## src/rtl/hier_func_div_pkg.sv

```systemverilog
// ============================================================================
// Module   : hier_func_div_pkg
// Brief    : Shared types and widths for the hier_func sequential divider.
// Revision : 1.0
// ============================================================================
`default_nettype none

package hier_func_div_pkg;

    localparam int DIV_N_W   = 21;
    localparam int DIV_D_W   = 6;
    localparam int DIV_Q_W   = 15;
    localparam int DIV_CNT_W = 4;

    localparam logic [DIV_Q_W-1:0]   DIV_Q_SAT     = 15'h7FFF;
    localparam logic [DIV_CNT_W-1:0] DIV_LAST_STEP = 4'd14;

    typedef enum logic [1:0] {
        IDLE = 2'd0,
        CALC = 2'd1,
        HOLD = 2'd2
    } div_state_t;

endpackage

`default_nettype wire

```

## src/rtl/hier_func_div_step.sv

```systemverilog
// ============================================================================
// Module   : hier_func_div_step
// Brief    : One combinational restoring-division step (shift, trial subtract).
// Revision : 1.0
// ============================================================================
`default_nettype none

module hier_func_div_step
    import hier_func_div_pkg::*;
(
    input  logic [DIV_D_W:0]   i_rem,
    input  logic               i_bit,
    input  logic [DIV_D_W-1:0] i_divisor,
    output logic [DIV_D_W:0]   o_rem,
    output logic               o_q_bit
);

    logic [DIV_D_W:0] w_trial;
    logic             w_unused_msb;

    // The partial remainder's top bit falls off the shift; it only carries
    // information for inputs that overflow the quotient width.
    assign w_trial      = {i_rem[DIV_D_W-1:0], i_bit};
    assign w_unused_msb = i_rem[DIV_D_W];

    assign o_q_bit = (w_trial >= {1'b0, i_divisor});
    assign o_rem   = o_q_bit ? (w_trial - {1'b0, i_divisor}) : w_trial;

endmodule

`default_nettype wire

```

## src/rtl/hier_func_div_21ns_6ns_15_seq.sv

```systemverilog
// ============================================================================
// Module   : hier_func_div_21ns_6ns_15_seq
// Brief    : 21/6 -> 15q,6r sequential restoring divider with valid/ready
//            and ce stall. HIER_FUNC_DIV_OVF_CHECK_EN enables overflow bypass.
// Revision : 1.0
// ============================================================================
`default_nettype none

module hier_func_div_21ns_6ns_15_seq
    import hier_func_div_pkg::*;
#(
    parameter int ID         = 32'd1,
    parameter int din0_WIDTH = 32'd21,
    parameter int din1_WIDTH = 32'd6,
    parameter int dout_WIDTH = 32'd15
)(
    input  logic                  clk,
    input  logic                  reset,
    input  logic                  ce,
    input  logic                  din_vld,
    output logic                  din_rdy,
    input  logic [din0_WIDTH-1:0] din0,
    input  logic [din1_WIDTH-1:0] din1,
    output logic                  dout_vld,
    input  logic                  dout_rdy,
    output logic [dout_WIDTH-1:0] quot,
    output logic [din1_WIDTH-1:0] rem,
    output logic                  ovf
);

    localparam int c_unused_id = ID;

    div_state_t             r_state;
    div_state_t             w_state_next;
    logic [DIV_D_W:0]       r_part;
    logic [DIV_D_W:0]       w_part_next;
    logic [DIV_Q_W-1:0]     r_shift;
    logic [DIV_CNT_W-1:0]   r_cnt;
    logic [DIV_D_W-1:0]     r_div;
    logic [DIV_Q_W-1:0]     r_quot;
    logic [DIV_D_W-1:0]     r_rem;
    logic                   r_dout_vld;
    logic                   w_q_bit;
    logic                   w_last;

`ifdef HIER_FUNC_DIV_OVF_CHECK_EN
    logic w_ovf_in;
    logic r_ovf;
    assign w_ovf_in = (din0[DIV_N_W-1:DIV_Q_W] >= din1);
    assign ovf      = r_ovf;
`else
    assign ovf      = 1'b0;
`endif

    hier_func_div_step u_step (
        .i_rem     (r_part),
        .i_bit     (r_shift[DIV_Q_W-1]),
        .i_divisor (r_div),
        .o_rem     (w_part_next),
        .o_q_bit   (w_q_bit)
    );

    assign w_last   = (r_cnt == '0);
    assign din_rdy  = (r_state == IDLE);
    assign dout_vld = r_dout_vld;
    assign quot     = r_quot;
    assign rem      = r_rem;

    always_ff @(posedge clk) begin
        if (!reset) begin
            r_state <= IDLE;
        end else begin
            r_state <= w_state_next;
        end
    end

    always_comb begin
        w_state_next = r_state;
        case (r_state)
            IDLE: begin
                if (ce && din_vld) begin
`ifdef HIER_FUNC_DIV_OVF_CHECK_EN
                    w_state_next = w_ovf_in ? HOLD : CALC;
`else
                    w_state_next = CALC;
`endif
                end
            end
            CALC: begin
                if (ce && w_last) begin
                    w_state_next = HOLD;
                end
            end
            HOLD: begin
                if (ce && dout_rdy) begin
                    w_state_next = IDLE;
                end
            end
            default: w_state_next = IDLE;
        endcase
    end

    // Dividend bits leave the top of r_shift while quotient bits enter at the bottom.
    always_ff @(posedge clk) begin
        if (!reset) begin
            r_part     <= '0;
            r_shift    <= '0;
            r_cnt      <= '0;
            r_div      <= '0;
            r_quot     <= '0;
            r_rem      <= '0;
            r_dout_vld <= 1'b0;
`ifdef HIER_FUNC_DIV_OVF_CHECK_EN
            r_ovf      <= 1'b0;
`endif
        end else if (ce) begin
            case (r_state)
                IDLE: begin
                    if (din_vld) begin
                        r_part  <= {1'b0, din0[DIV_N_W-1:DIV_Q_W]};
                        r_shift <= din0[DIV_Q_W-1:0];
                        r_cnt   <= DIV_LAST_STEP;
                        r_div   <= din1;
`ifdef HIER_FUNC_DIV_OVF_CHECK_EN
                        if (w_ovf_in) begin
                            r_quot     <= DIV_Q_SAT;
                            r_rem      <= '0;
                            r_ovf      <= 1'b1;
                            r_dout_vld <= 1'b1;
                        end
`endif
                    end
                end
                CALC: begin
                    r_part  <= w_part_next;
                    r_shift <= {r_shift[DIV_Q_W-2:0], w_q_bit};
                    r_cnt   <= r_cnt - 1'b1;
                    if (w_last) begin
                        r_quot     <= {r_shift[DIV_Q_W-2:0], w_q_bit};
                        r_rem      <= w_part_next[DIV_D_W-1:0];
                        r_dout_vld <= 1'b1;
`ifdef HIER_FUNC_DIV_OVF_CHECK_EN
                        r_ovf      <= 1'b0;
`endif
                    end
                end
                HOLD: begin
                    if (dout_rdy) begin
                        r_dout_vld <= 1'b0;
                    end
                end
                default: r_dout_vld <= 1'b0;
            endcase
        end
    end

endmodule

`default_nettype wire
```

## config.mk

```make
export PLATFORM = sky130hd
export DESIGN_NAME = hier_func_div_21ns_6ns_15_seq
export DESIGN_NICKNAME = d
export VERILOG_FILES = /design/src/rtl/hier_func_div_pkg.sv /design/src/rtl/hier_func_div_step.sv /design/src/rtl/hier_func_div_21ns_6ns_15_seq.sv
export SDC_FILE = /design/constraint.sdc
export NUM_CORES = 1
export LEC_CHECK = 0
export BUFFER_PORTS_ARGS = -buffer_cell sky130_fd_sc_hd__buf_4
export CORE_UTILIZATION = 45
export DETAILED_ROUTE_END_ITERATION = 16
export GPL_ROUTABILITY_DRIVEN = 0
export PLACE_DENSITY = 0.72
export SKIP_LAST_GASP = 1
export SYNTH_ARGS = -nofsm -noshare
export SYNTH_HDL_FRONTEND = slang
export SYNTH_SLANG_ARGS = --single-unit
```

## constraint.sdc

```tcl
create_clock -name clk -period 5.2 [get_ports clk]
set_clock_uncertainty 0.1 [all_clocks]
set_input_delay 0.26 -clock clk [delete_from_list [all_inputs] [get_ports clk]]
set_output_delay 0.26 -clock clk [all_outputs]
set_load 0.005 [all_outputs]
```

==> results.ini <==
[outcome]
status = complete, no violations

[drt]
wl_per_cell_um = 13.7
detail-route-antenna-nets = 0
vias = 2401
viasPerCell = 5.42
wirelength_um = 6090
drt_pass1_iterations = 4
drc = 0
drtIter0Drc = 259

[worst_setup_path]
required_ns = 5.34
slowest_stage = nor2_2
start_kind = register
reg2reg_to = rem[4]$_SDFFE_PN0P_
end_kind = register
crit_buf_inv = 0
critPathTopFamily = simple AND/OR/NAND/NOR gates
r2r_slack_ns = 2.62
arrival_ns = 2.72
crit_type = register to register
max_stage_delay_ns = 0.88
path_max_fanout = 25
rr_worst_depth = 4
crit_chain = nand2b_1 > nor2_2 > nor2_1 > a211oi_1
reg2reg_from = r_state[0]$_SDFFE_PN0P_

[sta]
drv_slew = 0
fin_crit_ns = 2.58
slew_headroom = 0.363
tns_ns = 0
worst_pin_slew_ns = 0.954
setup_viol = 0
rsz0062_at_grt = false
period_share = 0.497
final_hold_viol_count = 0
max_freq_ghz = 0.387

[synth]
synth_top_area_frac = 0.411
syn_inst = 330
syn-cell-area_mm2 = 0.00268
synth_top_area_cell = dfxtp_1
synth_fp_nets = 372
synth_seq_area_share = 0.411
synth_ff_type = dfxtp_1
avgSynthCellArea_um2 = 8.12
synth_area_leaders = dfxtp_1, nand2_1, a21oi_1, nor2_1, a311oi_1
synth-async-reset-ratio = 0
ys_seq_elements = 55
yosysWarningCount = 0
synth_edf_count = 0
ys_types = 44
synth_most_common_cell = nand2_1
ys_top_cells_by_count = nand2_1, dfxtp_1, nor2_1

[floorplanning]
die_y_um = 79.2
die_area_mm2 = 0.00627
initial_core_util = 0.478
die_w_um = 79.2
ios = 56
fp-row-count = 27
core-area_mm2 = 0.00561

[power_and_ir_drop]
power_frac_comb = 0.220
ir_drop_mv = 0.116
leakagePower_uw = 0.00129
power_uw = 928
swShare = 0.317
clkPwrFrac = 0.276
p_sw_uw = 295
seqPwrFrac = 0.505
pwr_density_cell_mw_per_mm2 = 293
internal-power_uw = 634

[global_routing]
antenna_found_initial = 0
grt_pass1_vias = 2050
grt_max_degree = 49
grtUsageTotal = 0.206
grt_pass1_wl_um = 10100
gr-total-overflow = 0

[clocking]
clk_latency_ns = 0.32
clock-root-buffer = clkbuf_8
cts_tree = done
clk_path_buf_depth = 2
clock-sinks = 55
postCtsSetupBuffers = 0
numCtsBuffers = 5
cts-hold-fix-buffers = 0
htreeDepth = 2
clk_pin_slew_ns = 0.11
cts.repair.resized = 0

[layout]
fill_cells = 552
synthToLayoutAreaGrowth_pct = 18.4
antenna_cells = 0
drive_above_1_share = 0.199
fin_nets = 412

[hold_path]
holdPathEnd = r_div[0]$_SDFFE_PN0P_
hp-start = din1[0]
holdPathStages = 3
hold_class = input port to register

[placed_design]
port_buffers = 54
dp_hpwl_um = 4340

[run]
cap_violations = 0

-- per-stage QoR --
stage               setup slack (ns)  hold slack [ns]  instance area, um2   util  std cells
finish                          2.62           0.0802                3170  0.566        443
global placement                2.77            0.344                3080  0.549        435
floorplan                       3.25            0.307                2680      -        330
detailed placement              2.65            0.350                3080  0.549        435
CTS                             2.61           0.0739                3170  0.566        443
global route                    2.40           0.0820                3170  0.566        443
-- worst reg2reg max path: stages, from the launching register on --
cell      delay, ns
dfxtp_1        0.68
nand2b_1       0.52
nor2_2         0.88
nor2_1         0.09
a211oi_1       0.23
-- cells by family (layout without fill, tap and decap cells) --
kind of cell | Yosys count | count (layout) | share of synthesized area
AOI/OAI and AO/OA | 76 | 76 | 0.191
xor gates and xnor gates | 5 | 5 | 0.0163
adders and majority gates | 10 | 10 | 0.0495
buffers and inverters | 38 | 79 | 0.0649
DFF | 55 | 55 | 0.411
muxes | 9 | 9 | 0.0336
other | 1 | 1 | 0.00140
and+or+nand+nor | 136 | 136 | 0.232
-- layout by cell type (no fill, tap or decap), drive strengths merged, types with 4 or more instances in the layout --
cell and count:
nand2 65, buf 57, dfxtp 55, nor2 37, a21oi 31, inv 16
a311oi 14, mux2i 9, o211ai 9, ha 9, a211oi 8, nand3 6
nand4 6, o21ai 6, clkbuf 5, or3 4, nand2b 4, and3 4
-- flip-flops by register name (all words and copies together) (netlist names) --
name,cells
rem,6
r_shift,15
r_cnt,4
dout_vld,1
r_state,2
r_part,6
r_div,6
quot,15
-- how the worst max path moves through the flow --
| stage | to | startpoint | depth (start not counted) | slack [ns] |
|---|---|---|---|---|
| after floorplan | r_part[2]$_SDFFE_PN0P_ | r_div[4]$_SDFFE_PN0P_ | 8 | 3.25 |
| after global placement | quot[0]$_SDFFE_PN0P_ | r_state[0]$_SDFFE_PN0P_ | 4 | 2.77 |
| after detailed placement | rem[4]$_SDFFE_PN0P_ | r_state[0]$_SDFFE_PN0P_ | 4 | 2.65 |
| after CTS | rem[4]$_SDFFE_PN0P_ | r_state[0]$_SDFFE_PN0P_ | 4 | 2.61 |
| after global routing | rem[2]$_SDFFE_PN0P_ | r_state[0]$_SDFFE_PN0P_ | 4 | 2.40 |
| final | rem[4]$_SDFFE_PN0P_ | r_state[0]$_SDFFE_PN0P_ | 4 | 2.62 |
-- power groups by stage --
stage | logic, uW | registers (uW) | clock network (uW)
after floorplan | 156 | 470 | 0
after global placement | 199 | 477 | 0
after detailed placement | 202 | 478 | 0
after CTS | 203 | 468 | 262
after global routing | 228 | 472 | 282
final | 204 | 469 | 256
-- final cells by class --
cell class,count,area (um2),share of cell area
clock buffer,5,68.8,0.0217
timing repair buffer,57,428,0.135
inverter,14,52.6,0.0166
sequential,55,1100,0.347
tap,72,90.1,0.0284
clock inverter,3,27.5,0.00868
multi-input combinational,237,1410,0.443
-- layer usage --
metal | routed length, um | vias to the layer above | GRT usage
met1 | 2910 | 1096 | 0.289
met3 | 380 | 7 | 0.0414
met2 | 2700 | 83 | 0.317
li1 | - | 1215 | -
met4 | 88 | 0 | 0.0618
met5 | 0 | - | 0
No activity file was read; power rests on OpenSTA's default activity.
